===== src/rtl/weld_pkg.sv =====
// Shared definitions for the weld monitor: FSM state encoding and default
// parameter values used by the top and the per-channel checker.
package weld_pkg;

    typedef enum logic [1:0] {
        ST_IDLE    = 2'b00,
        ST_MONITOR = 2'b01,
        ST_FAULT   = 2'b10,
        ST_HOLDOFF = 2'b11
    } weld_state_t;

    localparam int DEF_NUM_CH   = 3;
    localparam int DEF_DATA_W   = 16;
    localparam int DEF_DEBOUNCE = 3;
    localparam int DEF_HOLD_CYC = 4;
    localparam int DEF_CNT_W    = 32;

    // Wide enough for the largest allowed debounce depth (15).
    localparam int DEB_CNT_W = 4;

endpackage


===== src/rtl/weld_ch_check.sv =====
// One monitored channel: unsigned window compare plus consecutive-violation
// debounce counter; reach flags the cycle whose violation completes the run.
module weld_ch_check
    import weld_pkg::*;
#(
    parameter int DATA_W   = DEF_DATA_W,
    parameter int DEBOUNCE = DEF_DEBOUNCE
) (
    input  logic              clk,
    input  logic              reset,
    input  logic              active,
    input  logic              en,
    input  logic [DATA_W-1:0] sample,
    input  logic [DATA_W-1:0] lo,
    input  logic [DATA_W-1:0] hi,
    output logic              reach
);

    logic [DEB_CNT_W-1:0] count;
    logic                 violating;

    assign violating = en && ((sample < lo) || (sample > hi));
    assign reach     = active && violating && (count == DEB_CNT_W'(DEBOUNCE - 1));

    // The counter restarts after a completed run; the FSM leaves MONITOR then anyway.
    always_ff @(posedge clk) begin
        if (reset) begin
            count <= '0;
        end else if (active && violating && !reach) begin
            count <= count + DEB_CNT_W'(1);
        end else begin
            count <= '0;
        end
    end

endmodule


===== src/rtl/weld_monitor.sv =====
// Multi-channel weld window monitor: arm/disarm FSM, debounced trip detection,
// fault latch with operator acknowledge and fixed holdoff before re-arming.
module weld_monitor
    import weld_pkg::*;
#(
    parameter int NUM_CH   = DEF_NUM_CH,
    parameter int DATA_W   = DEF_DATA_W,
    parameter int DEBOUNCE = DEF_DEBOUNCE,
    parameter int HOLD_CYC = DEF_HOLD_CYC,
    parameter int CNT_W    = DEF_CNT_W
) (
    input  logic                     clk,
    input  logic                     reset,
    input  logic                     start,
    input  logic                     stop,
    input  logic                     ack,
    input  logic [NUM_CH-1:0]        ch_en,
    input  logic [NUM_CH*DATA_W-1:0] sample,
    input  logic [NUM_CH*DATA_W-1:0] limit_lo,
    input  logic [NUM_CH*DATA_W-1:0] limit_hi,
    output logic                     alarm,
    output logic [1:0]               state,
    output logic [NUM_CH-1:0]        fault_mask,
    output logic [NUM_CH*DATA_W-1:0] last_sample,
    output logic [CNT_W-1:0]         fail_count
);

    localparam int HOLD_W = (HOLD_CYC > 1) ? $clog2(HOLD_CYC) : 1;

    weld_state_t       cur_state;
    weld_state_t       nxt_state;
    logic [HOLD_W-1:0] hold_cnt;
    logic [NUM_CH-1:0] reach;
    logic              monitoring;
    logic              trip;

    assign monitoring = (cur_state == ST_MONITOR);
    assign trip       = monitoring && (|reach);
    assign state      = cur_state;

    for (genvar i = 0; i < NUM_CH; i++) begin : g_ch
        weld_ch_check #(
            .DATA_W  (DATA_W),
            .DEBOUNCE(DEBOUNCE)
        ) u_ch (
            .clk   (clk),
            .reset (reset),
            .active(monitoring),
            .en    (ch_en[i]),
            .sample(sample[i*DATA_W +: DATA_W]),
            .lo    (limit_lo[i*DATA_W +: DATA_W]),
            .hi    (limit_hi[i*DATA_W +: DATA_W]),
            .reach (reach[i])
        );
    end

    always_comb begin
        nxt_state = cur_state;
        case (cur_state)
            ST_IDLE:    if (start) nxt_state = ST_MONITOR;
            ST_MONITOR: begin
                if (trip)      nxt_state = ST_FAULT;
                else if (stop) nxt_state = ST_IDLE;
            end
            ST_FAULT:   if (ack) nxt_state = ST_HOLDOFF;
            ST_HOLDOFF: if (hold_cnt == HOLD_W'(HOLD_CYC - 1)) nxt_state = ST_IDLE;
            default:    nxt_state = ST_IDLE;
        endcase
    end

    // Alarm is registered from the next state so it is high exactly while in FAULT.
    always_ff @(posedge clk) begin
        if (reset) begin
            cur_state   <= ST_IDLE;
            alarm       <= 1'b0;
            fault_mask  <= '0;
            last_sample <= '0;
            fail_count  <= '0;
            hold_cnt    <= '0;
        end else begin
            cur_state <= nxt_state;
            alarm     <= (nxt_state == ST_FAULT);
            if (monitoring) begin
                last_sample <= sample;
            end
            if (trip) begin
                fault_mask <= reach;
                if (fail_count != {CNT_W{1'b1}}) begin
                    fail_count <= fail_count + CNT_W'(1);
                end
            end
            if (cur_state == ST_HOLDOFF) begin
                hold_cnt <= hold_cnt + HOLD_W'(1);
            end else begin
                hold_cnt <= '0;
            end
        end
    end

endmodule

===== config.mk =====
export PLATFORM = sky130hd
export DESIGN_NAME = weld_monitor
export DESIGN_NICKNAME = d
export VERILOG_FILES = /design/src/rtl/weld_pkg.sv /design/src/rtl/weld_ch_check.sv /design/src/rtl/weld_monitor.sv
export SDC_FILE = /design/constraint.sdc
export NUM_CORES = 1
export LEC_CHECK = 0
export BUFFER_PORTS_ARGS = -buffer_cell sky130_fd_sc_hd__buf_2
export CAP_MARGIN = 10
export CORE_UTILIZATION = 30
export DETAILED_ROUTE_END_ITERATION = 12
export HOLD_SLACK_MARGIN = 0.06
export PLACE_DENSITY = 0.54
export SLEW_MARGIN = 30
export SYNTH_ARGS = -nofsm -noshare
export SYNTH_HDL_FRONTEND = slang
export SYNTH_SLANG_ARGS = --single-unit
export TNS_END_PERCENT = 100

===== constraint.sdc =====
create_clock -name clk -period 3.7 [get_ports clk]
set_clock_uncertainty 0.05 [all_clocks]
set_input_delay 0.555 -clock clk [delete_from_list [all_inputs] [get_ports clk]]
set_output_delay 0.555 -clock clk [all_outputs]
set_load 0.03 [all_outputs]

==> Flow_metrics.wiki <==
{| class="wikitable"
! Metric !! Value
|-
| NumNets Final || between 1000 and 1500
|-
| Number of design rule violations left after detail routing || 0
|-
| Synthesized net count || 1098
|-
| Overflow left after global routing || 0
|-
| Share of synthesized registers carrying an async set or reset || 0%
|-
| Initial cell density of the core || 31.0%
|-
| FF-to-FF End || fail_count[11]
|-
| Setup TNS || 0 ns
|-
| Synth Instances || 845
|-
| Layout overhead on the synthesized area || 26.5%
|-
| Most frequent cells in the layout || buf_2, nand2_1, inv_1, ha_1, dfxtp_1
|-
| Synth unique cells || 56
|-
| Routability congestion estimate || just over 0.8
|-
| Number of antenna violations at the first check in global routing || 0
|-
| Setup slack of the critical path after layout || 0.699 ns
|-
| Aggregate global-route resource usage || 16.5%
|-
| H-tree level count || 3
|-
| Sequential cell area || 2000 sq um
|-
| Actual transition at the worst max-transition pin || about 0.89 ns
|-
| Total die area || 22600 sq um
|-
| VDD IR max || 158 uV
|-
| Global-route wire length before repair || 29700 microns
|-
| Mapped cell area || 6600 sq um
|-
| Startpoint class of the critical path || input port
|-
| Cell count of the worst reg-to-reg path || 9
|-
| Average via count per standard cell || 4.78
|-
| Final max-slew violation count || 0
|-
| Clock transition at the register clock pins on the worst setup and hold paths after CTS || 0.06 ns
|-
| TritonCTS Buffers || 9
|-
| Mean cell area of the mapped netlist || a little under 8 sq um
|-
| HPWL Detailed || between 10000 and 15000 microns
|-
| Sequential element share of the synthesized area || just over 30%
|-
| Max-cap violations || 0
|-
| Placement Setup Slack || approximately 0.31 ns
|-
| Share of post-route cells with drive strength above 1 || 26.8%
|-
| Library cell used as clock root buffer || clkbuf_16
|-
| Worst reg2reg startpoint || state[0]
|-
| Hold-fix buffers at CTS || 0
|-
| Power per standard cell area || 300 nW/um^2
|-
| Via count of the first global-routing pass || 6139
|-
| Required time of the critical path || 3.88 ns
|-
| Endpoint class of the critical path || register
|-
| Core region area || 21300 sq um
|-
| Post-layout minimum cycle time || 3.00 ns
|-
| Synth Warn # || 0
|-
| Count of input and output buffers || 237
|-
| Io pins || about 240
|-
| Origin of the worst setup path || sample[21]
|-
| Setup repair after global routing missed its margin || false
|-
| Leakage dissipation || roughly 4.2 nW
|-
| End point of the critical path || fail_count[11]
|-
| Post-synth EDFFs || 0
|-
| Slew headroom || 40.4%
|-
| Post-detailed-routing wire length || 18300 microns
|-
| Std cell rows || 53
|-
| Final routed wire length divided by cell count || 13.6 microns
|-
| Kind of critical path || input port to register
|-
| Area used by multi-input combinational logic || 4080 sq um
|-
| Number of diodes || 0
|-
| Fill count || approximately 2300
|-
| Die height || 150 microns
|-
| Later-pin clock latency in the skew report || 0.34 ns
|-
| Count of endpoints failing setup in the final report || 0
|-
| Pin count of the biggest net entering global routing || 84
|-
| Most common cell after layout, fill and taps aside || buf_2
|-
| Critical Path Fanout Max || 15
|-
| Min-delay worst type || register to register
|-
| Starting DRC count in detailed routing || 170
|-
| Synth Register Bits || 100
|-
| Clock buffer depth || 2
|-
| Number of hold violations in the final report || 0
|-
| Data arrival time of the worst path || approximately 3.2 ns
|-
| Number of sinks on the clock net || 100
|-
| Clock tree from TritonCTS || built
|-
| Total via count after detailed routing || 6433
|-
| Max Clk Rate || 333 MHz
|-
| Number of buffers inserted by post-CTS setup repair || 0
|-
| Final worst-path cycle share || 81.1%
|-
| Most used DFF post-synth || dfxtp_1
|-
| Floorplan die width || 150 microns
|-
| Register-to-register setup slack || between 0.7 and 0.8 ns
|-
| Status || completed
|-
| Post-DRT Antenna Nets || 0
|-
| 1st-pass router iterations || 4
|-
| Post-CTS sizing || 0
|}
==> worst min path at each step <==
stage | from | end | slack [ns] | cells after the start
global placement | hold_cnt[0] | hold_cnt[0] | 0.38 | 1
global route | fault_mask[0] | fault_mask[0] | 0.42 | 2
detailed placement | hold_cnt[0] | hold_cnt[0] | 0.37 | 1
floorplan | hold_cnt[0] | hold_cnt[0] | 0.36 | 1
finish | hold_cnt[0] | hold_cnt[0] | 0.38 | 1
CTS | hold_cnt[0] | hold_cnt[0] | 0.38 | 1
==> power by group <==
| group | total [mW] | switching [mW] | internal (mW) | leakage (nW) |
|---|---|---|---|---|
| Sequential | 1.12 | 0.0164 | 1.11 | 0.811 |
| Clock | 0.863 | 0.396 | 0.467 | 0.125 |
| Combinational | 0.520 | 0.311 | 0.209 | 3.25 |
| Total | 2.51 | 0.724 | 1.78 | 4.19 |
==> flip-flops by register name, summed over array words and instances, names as in the netlist <==
register,cells
last_sample,48
fail_count,32
g_ch.u_ch.count,12
fault_mask,3
hold_cnt,2
state,2
alarm,1
==> routing by layer <==
metal / GRT usage (%) / share of wire [%] / up-vias
met4: 5.51 / 1.8 / 0
met1: 20.4 / 45 / 2864
li1: - / - / 3348
met3: 2.67 / 6.1 / 26
met5: 0 / 0 / -
met2: 28.8 / 47 / 195
==> critical path: stages <==
cell,delay (ns)
buf_2,0.12
ha_1,0.31
a21o_1,0.18
a21o_1,0.18
a211o_1,0.28
a21oi_1,0.14
o311ai_1,0.15
o2111a_2,0.33
buf_4,0.20
nor4b_1,0.35
mux2_2,0.37
==> layout make-up <==
class,instances,share of cell area [%]
clock buffers,12,2.95
well taps,275,4.12
clock inverters,2,0.150
flip-flops and latches,100,24.0
inverters,101,4.54
repair buffers,247,15.4
multi-input cells,610,48.9
==> stage by stage <==
stage / utilization [%] / total power, mW / hold slack, ns / cells / instance area, sq um
after global placement: 38.0 / 1.67 / 0.376 / 1333 / 8100
final: 39.3 / 2.51 / 0.380 / 1347 / 8360
after floorplan: - / 1.46 / 0.358 / 845 / 6600
after global routing: 39.3 / 2.67 / 0.423 / 1347 / 8360
after detailed placement: 38.0 / 1.67 / 0.374 / 1333 / 8100
after CTS: 39.3 / 2.56 / 0.384 / 1347 / 8360
==> cells in the mapped netlist (5+ instances only) <==
master    instances  share of area, %
a21o_1            8              0.91
a21oi_1          98               7.4
and3_1            7              0.66
buf_1             6              0.34
buf_2             5              0.38
clkbuf_1         20               1.1
dfxtp_1         100                30
ha_1            101                19
inv_1           101               5.7
mux2_2           18               3.1
nand2_1         132               7.5
nand2b_1          6              0.57
nand3_1          24               1.8
nand4_1          16               1.5
nor2_1           50               2.8
nor2b_1          24               2.3
nor3_1           12              0.91
nor3b_1           5              0.57
nor4_1            6              0.57
nor4b_1           5              0.66
o21ai_0          19               1.4
o31ai_1           6              0.68
or3_1            11               1.0
or4_1            12               1.4
==> logic make-up after synthesis <==
group / count (synthesis) / synth area share [%]
muxes: 20 / 3.37
xor gates and xnor gates: 6 / 0.796
DFF: 100 / 30.3
adders and majority gates: 101 / 19.1
AOI/OAI and AO/OA: 160 / 14.2
and+or+nand+nor: 323 / 24.2
buffers and inverters: 135 / 8.00
(Power assumes the default switching activity.)
